--- src/rtl/simple_dma_pkg.sv ---
// simple_dma_pkg: shared definitions for the simple DMA controller.
// Holds the controller FSM state encoding and the per-word byte address increment.
package simple_dma_pkg;

    typedef enum logic [2:0] {
        IDLE  = 3'd0,
        MEM   = 3'd1,
        RDATA = 3'd2,
        XFER  = 3'd3,
        DONE  = 3'd4,
        DROP  = 3'd5
    } dma_state_e;

    // Byte address step between consecutive 16-bit words.
    localparam logic [15:0] WORD_INC = 16'd2;

endpackage

--- src/rtl/dma_addr_gen.sv ---
// dma_addr_gen: word address and remaining-word counter for the DMA controller.
// Ports:
//   clk, reset_n     clock, asynchronous active-low reset
//   i_load           load start word address and word count
//   i_word_addr[15]  start word address (byte address [15:1])
//   i_count[16]      number of words to move (non-zero when loaded)
//   i_step           one word completed: advance address, decrement count
//   o_word_addr[15]  current word address
//   o_last           current word is the final one
module dma_addr_gen
    import simple_dma_pkg::*;
(
    input  logic        clk,
    input  logic        reset_n,
    input  logic        i_load,
    input  logic [14:0] i_word_addr,
    input  logic [15:0] i_count,
    input  logic        i_step,
    output logic [14:0] o_word_addr,
    output logic        o_last
);

    logic [14:0] r_addr;
    logic [15:0] r_count;

    // Address is kept in word units; the 15-bit add gives the 0xFFFE -> 0x0000 byte wrap.
    always_ff @(posedge clk or negedge reset_n) begin
        if (!reset_n) begin
            r_addr  <= '0;
            r_count <= '0;
        end else if (i_load) begin
            r_addr  <= i_word_addr;
            r_count <= i_count;
        end else if (i_step) begin
            r_addr  <= r_addr + WORD_INC[15:1];
            r_count <= r_count - 16'd1;
        end
    end

    assign o_word_addr = r_addr;
    assign o_last      = (r_count == 16'd1);

endmodule

--- src/rtl/simple_dma_controller.sv ---
// simple_dma_controller: single-channel DMA between a 16-bit memory port and a device.
// Ports:
//   clk, reset_n                 clock, asynchronous active-low reset
//   dma_rqst, dma_rd_wr          device request (level) and direction (1 = mem->device)
//   dma_start_address[16]        byte start address (bit 0 ignored)
//   dma_num_words[16]            words to move
//   dev_ack, dev_out[16]         device per-word handshake and write data
//   dev_in[16], dma_ack          read data to device and per-word strobe
//   dma_end_flag                 one-cycle end-of-transfer pulse
//   dma_addr[15], dma_en,        memory word address, access request,
//   dma_we[2], dma_din[16]       byte write enables, write data
//   dma_priority                 constant PRIORITY
//   dma_dout[16], dma_ready,     memory read data, access accepted,
//   dma_resp                     error response
//   dma_error                    sticky abort flag (only with DMA_ERR_EN)
// Build option: define DMA_ERR_EN to abort on dma_resp and expose dma_error.
module simple_dma_controller
    import simple_dma_pkg::*;
#(
    parameter logic PRIORITY = 1'b0
) (
    input  logic        clk,
    input  logic        reset_n,
    input  logic        dma_rqst,
    input  logic        dma_rd_wr,
    input  logic [15:0] dma_start_address,
    input  logic [15:0] dma_num_words,
    input  logic        dev_ack,
    input  logic [15:0] dev_out,
    output logic [15:0] dev_in,
    output logic        dma_ack,
    output logic        dma_end_flag,
    output logic [14:0] dma_addr,
    output logic        dma_en,
    output logic [1:0]  dma_we,
    output logic [15:0] dma_din,
    output logic        dma_priority,
    input  logic [15:0] dma_dout,
    input  logic        dma_ready,
    input  logic        dma_resp
`ifdef DMA_ERR_EN
    ,
    output logic        dma_error
`endif
);

    dma_state_e  r_state, w_state_d;
    logic        r_rd;        // latched direction
    logic        r_drop;      // request went low while waiting in MEM
    logic [15:0] r_dev_in;
    logic [15:0] r_dma_din;
    logic        w_load, w_step, w_cap_rd, w_cap_wr, w_err_set, w_resp_err, w_last;
    logic [14:0] w_word_addr;
    logic        w_unused;

`ifdef DMA_ERR_EN
    logic r_error;
    // Write errors are reported alongside dma_ready, read errors in RDATA.
    assign w_resp_err = dma_resp;
    assign w_unused   = dma_start_address[0];
`else
    assign w_resp_err = 1'b0;
    assign w_unused   = ^{dma_start_address[0], dma_resp, w_err_set};
`endif

    dma_addr_gen u_addr_gen (
        .clk         (clk),
        .reset_n     (reset_n),
        .i_load      (w_load),
        .i_word_addr (dma_start_address[15:1]),
        .i_count     (dma_num_words),
        .i_step      (w_step),
        .o_word_addr (w_word_addr),
        .o_last      (w_last)
    );

    always_comb begin
        w_state_d = r_state;
        w_load    = 1'b0;
        w_step    = 1'b0;
        w_cap_rd  = 1'b0;
        w_cap_wr  = 1'b0;
        w_err_set = 1'b0;
        case (r_state)
            IDLE: begin
                if (dma_rqst) begin
                    if (dma_num_words != 16'd0) begin
                        w_load    = 1'b1;
                        w_state_d = dma_rd_wr ? MEM : XFER;
                    end else begin
                        w_state_d = DONE;
                    end
                end
            end
            MEM: begin
                // The access is always completed before honouring a dropped request.
                if (dma_ready) begin
                    if (!dma_rqst || r_drop) begin
                        w_state_d = IDLE;
                    end else if (r_rd) begin
                        w_state_d = RDATA;
                    end else if (w_resp_err) begin
                        w_err_set = 1'b1;
                        w_state_d = DONE;
                    end else begin
                        w_step    = 1'b1;
                        w_state_d = w_last ? DONE : XFER;
                    end
                end
            end
            RDATA: begin
                if (!dma_rqst) begin
                    w_state_d = IDLE;
                end else if (w_resp_err) begin
                    w_err_set = 1'b1;
                    w_state_d = DONE;
                end else begin
                    w_cap_rd  = 1'b1;
                    w_state_d = XFER;
                end
            end
            XFER: begin
                if (!dma_rqst) begin
                    w_state_d = IDLE;
                end else if (dev_ack) begin
                    if (r_rd) begin
                        w_step    = 1'b1;
                        w_state_d = w_last ? DONE : MEM;
                    end else begin
                        w_cap_wr  = 1'b1;
                        w_state_d = MEM;
                    end
                end
            end
            DONE:    w_state_d = DROP;
            DROP:    if (!dma_rqst) w_state_d = IDLE;
            default: w_state_d = IDLE;
        endcase
    end

    always_ff @(posedge clk or negedge reset_n) begin
        if (!reset_n) begin
            r_state   <= IDLE;
            r_rd      <= 1'b0;
            r_drop    <= 1'b0;
            r_dev_in  <= '0;
            r_dma_din <= '0;
        end else begin
            r_state <= w_state_d;
            r_drop  <= (r_state == MEM) ? (r_drop | ~dma_rqst) : 1'b0;
            if (w_load)   r_rd      <= dma_rd_wr;
            if (w_cap_rd) r_dev_in  <= dma_dout;
            if (w_cap_wr) r_dma_din <= dev_out;
        end
    end

`ifdef DMA_ERR_EN
    always_ff @(posedge clk or negedge reset_n) begin
        if (!reset_n) begin
            r_error <= 1'b0;
        end else if (r_state == IDLE && dma_rqst) begin
            r_error <= 1'b0;
        end else if (w_err_set) begin
            r_error <= 1'b1;
        end
    end
    assign dma_error = r_error;
`endif

    assign dma_en       = (r_state == MEM);
    assign dma_we       = (r_state == MEM && !r_rd) ? 2'b11 : 2'b00;
    assign dma_ack      = (r_state == XFER) && dma_rqst && dev_ack;
    assign dma_end_flag = (r_state == DONE);
    assign dma_addr     = w_word_addr;
    assign dev_in       = r_dev_in;
    assign dma_din      = r_dma_din;
    assign dma_priority = PRIORITY;

endmodule

--- config.mk ---
export PLATFORM = sky130hd
export DESIGN_NAME = simple_dma_controller
export DESIGN_NICKNAME = d
export VERILOG_FILES = /design/src/rtl/simple_dma_pkg.sv /design/src/rtl/dma_addr_gen.sv /design/src/rtl/simple_dma_controller.sv
export SDC_FILE = /design/constraint.sdc
export NUM_CORES = 1
export LEC_CHECK = 0
export BUFFER_PORTS_ARGS = -buffer_cell sky130_fd_sc_hd__buf_2
export CAP_MARGIN = 30
export CORE_UTILIZATION = 25
export DETAILED_ROUTE_END_ITERATION = 8
export GPL_ROUTABILITY_DRIVEN = 1
export PLACE_DENSITY = 0.49
export SLEW_MARGIN = 20
export SYNTH_ARGS = -nofsm -noshare
export SYNTH_HDL_FRONTEND = slang
export SYNTH_SLANG_ARGS = --single-unit
--- constraint.sdc ---
create_clock -name clk -period 2.32 [get_ports clk]
set_input_delay 0.464 -clock clk [delete_from_list [all_inputs] [get_ports clk]]
set_output_delay 0.464 -clock clk [all_outputs]
set_load 0.02 [all_outputs]
==> results.ini <==
[run_status]
status=finished, final reports clean

[synthesis]
ys_warn_count=0
synth-seq-cells=68
syn-cell-area_um2=3497
synthDistinctLibCells=61
synth_seq_area_share_pct=48.66
yosysTopAreaCellShare_pct=48.66
synth_ff_type=dfrtp_1
avgSynthCellArea_um2=10.38
syn_inst=337
synth_area_leader_cell=dfrtp_1
synth_top_cells_by_area=dfrtp_1 (49%), mux2_2 (11%), nand2_1 (3.3%), a21oi_1 (2.7%), nand3_1 (2.7%)
synth_nets=411
synth_edf_count=0
async_reset_ff_share_pct=100.0

[placement]
dpl_cell_area_um2=4374
dp_hpwl_um=7327
portBuffers=120
routabilityCongestion=0.8085

[die]
core-area_um2=13450
dieHeight_um=120.3
start_util_pct=26.00
dieArea_um2=14460
num_rows=42
pin_count=124
die_x_um=120.3

[hold_path]
hold_class=input pin to asynchronous set/reset pin

[clock_tree]
cts_tree=done
cts_buffer_depth=2
clkSlewWorstSetupHoldPaths_ns=0.06
root_buffer=clkbuf_16
clock-sinks=68
clkLatencyLatePin_ns=0.34
post_cts_buffers=0
cts_max_level=3
numCtsBuffers=9

[worst_setup_path]
endpoint_kind=register
timing.rr.start=r_drop$_DFF_PN0_
critPathLaunchType=register
worstSetupPathType=register to register
arrival_ns=2.28
worst-path-max-fanout=15
cp_data_required_time_ns=2.54
cp-startpoint=r_drop$_DFF_PN0_

[timing]
clock-skew-final_ns=0.007539
rsz0062_at_grt=false
post-route-period-util_pct=88.80
setup_viol=0
slew_violations=0
fin_setup_tns_ns=0
finalCriticalPeriod_ns=2.060
fmax_mhz=485.4
hold_viol_final=0

[cells_and_area]
area.growth.synth_to_final_pct=33.88
mostFrequentLayoutCell=buf_2
fin_util_pct=34.80
final_cell_mix=buf_2 (120), dfrtp_1 (68), mux2_2 (33), nand2_1 (31), nor2_1 (24)
layout.nets=543
final_layout_size_suffix_gt1_share_pct=43.25
n_antenna_cell=0
final_area_um2=4682

[pwr]
seqPwrFrac_pct=35.2
cellLeakagePower_nw=2.126
p_int_mw=3.703
power_density_nw_per_um2=1341
comb_power_share_pct=42.7
ir_drop_mv=0.3578
power.share.clock_pct=22.1
p_switching_mw=2.576
switching_share_pct=41.02

[detailed_routing]
drt_iter0_drc=245
vias=3109
routed_via_density=4.783
ant_nets=0
drtPass1Iterations=4
drc=0
detail_route.wl_per_cell_um=15.16
finalWirelength_um=9854

[grt]
overflow=0
grt_pass1_wl_um=16140
globalRouteTotalUtil_pct=14.58
grt_max_degree=69
grt_pass1_vias=3146
grt_antenna_before_repair=0

[run]
max-cap-violations=0

==> sequential cells by signal (all words and copies together) (netlist names) <==
name,count
r_state,3
r_drop,1
r_rd,1
u_addr_gen.r_count,16
dev_in,16
u_addr_gen.o_word_addr,15
dma_din,16
==> power groups by stage <==
stage | clock (mW) | combinational (mW) | sequential [mW]
floorplan | 0 | 1.37 | 2.61
global placement | 0 | 2.68 | 2.20
detailed placement | 0 | 2.70 | 2.22
CTS | 1.43 | 2.71 | 2.21
global route | 1.49 | 2.92 | 2.30
finish | 1.39 | 2.68 | 2.21
==> worst max-delay path: stages (launching register included) <==
cell,delay (ns)
dfrtp_1,0.42
or4b_4,0.55
a21o_4,0.31
o21ai_4,0.17
o21ai_0,0.17
a221o_1,0.31
==> path summary, 6_finish.rpt <==
kind / depth (start not counted) / slack [ns] / end
max: 5 / 0.26 / u_addr_gen.r_count[15]$_DFFE_PN0P_
min: 2 / 0.14 / dev_in[8]$_DFFE_PN0P_
max reg2reg: 5 / 0.26 / u_addr_gen.r_count[15]$_DFFE_PN0P_
min reg2reg: 1 / 0.50 / dma_din[7]$_DFFE_PN0P_
max in group asynchronous: 2 / 1.87 / u_addr_gen.o_word_addr[3]$_DFFE_PN0P_
min in group clk: 3 / 0.33 / u_addr_gen.o_word_addr[12]$_DFFE_PN0P_
==> routing by layer <==
layer  global-route usage, %  routed length, um  up-vias  part of all wire, %
met2                   23.99               4837       85                   49
li1                        -                  -     1504                    -
met1                   17.73               4300     1508                   44
met3                   4.811                567       12                  5.8
met5                       0                  0        -                    0
met4                   5.247                148        0                  1.5
==> area by class of cell <==
| class | count | area [um^2] |
|---|---|---|
| clock buffer | 11 | 242.7 |
| clock inverter | 5 | 61.31 |
| fill | 1401 | 8771 |
| inverter | 9 | 33.78 |
| multi-input combinational | 243 | 1662 |
| sequential | 68 | 1702 |
| tap | 176 | 220.2 |
| timing repair buffer | 138 | 760.7 |
==> logic make-up (layout without fill, tap and decap cells) <==
logic type	after synthesis	count (layout)	synth area share [%]
adder cells (fa/ha/maj)	3	3	1.073
buffers and inverters	26	163	3.935
flip-flops	68	68	48.66
AO/OA/AOI/OAI	79	79	15.56
multiplexers	33	33	10.63
XOR/XNOR	6	6	1.503
other	1	1	0.1072
AND/OR/NAND/NOR	121	121	18.53
==> synthesized netlist by cell type (all sizes together) (3+ instances only) <==
cell    number
nand4        5
or4          3
mux2        33
nand3       19
a221o        5
clkbuf       6
o21ai       24
nor4         8
nand2       31
ha           3
and2         3
xor2         3
a21oi       20
nor2        25
nor3        12
xnor2        3
dfrtp       68
buf         11
o22ai        3
inv          9
nand3b       3
==> through the flow <==
step	power [mW]	setup slack, ns	hold slack (ns)	std cells
3_5_place_dp	4.923	-0.02707	0.4901	634
2_1_floorplan	3.982	0.3284	0.1684	337
4_1_cts	6.345	0.2033	0.1544	650
6_report	6.278	0.2598	0.1444	650
3_3_place_gp	4.877	-0.04254	0.4839	634
5_1_grt	6.708	0.1368	0.1861	650
==> timing repair <==
item,in CTS,in global routing
hold endpoints to repair,0,0
endpoints found under the setup margin,0,1
resized for setup,0,1
hold buffers,0,0
No activity file was read; power rests on OpenSTA's default activity.
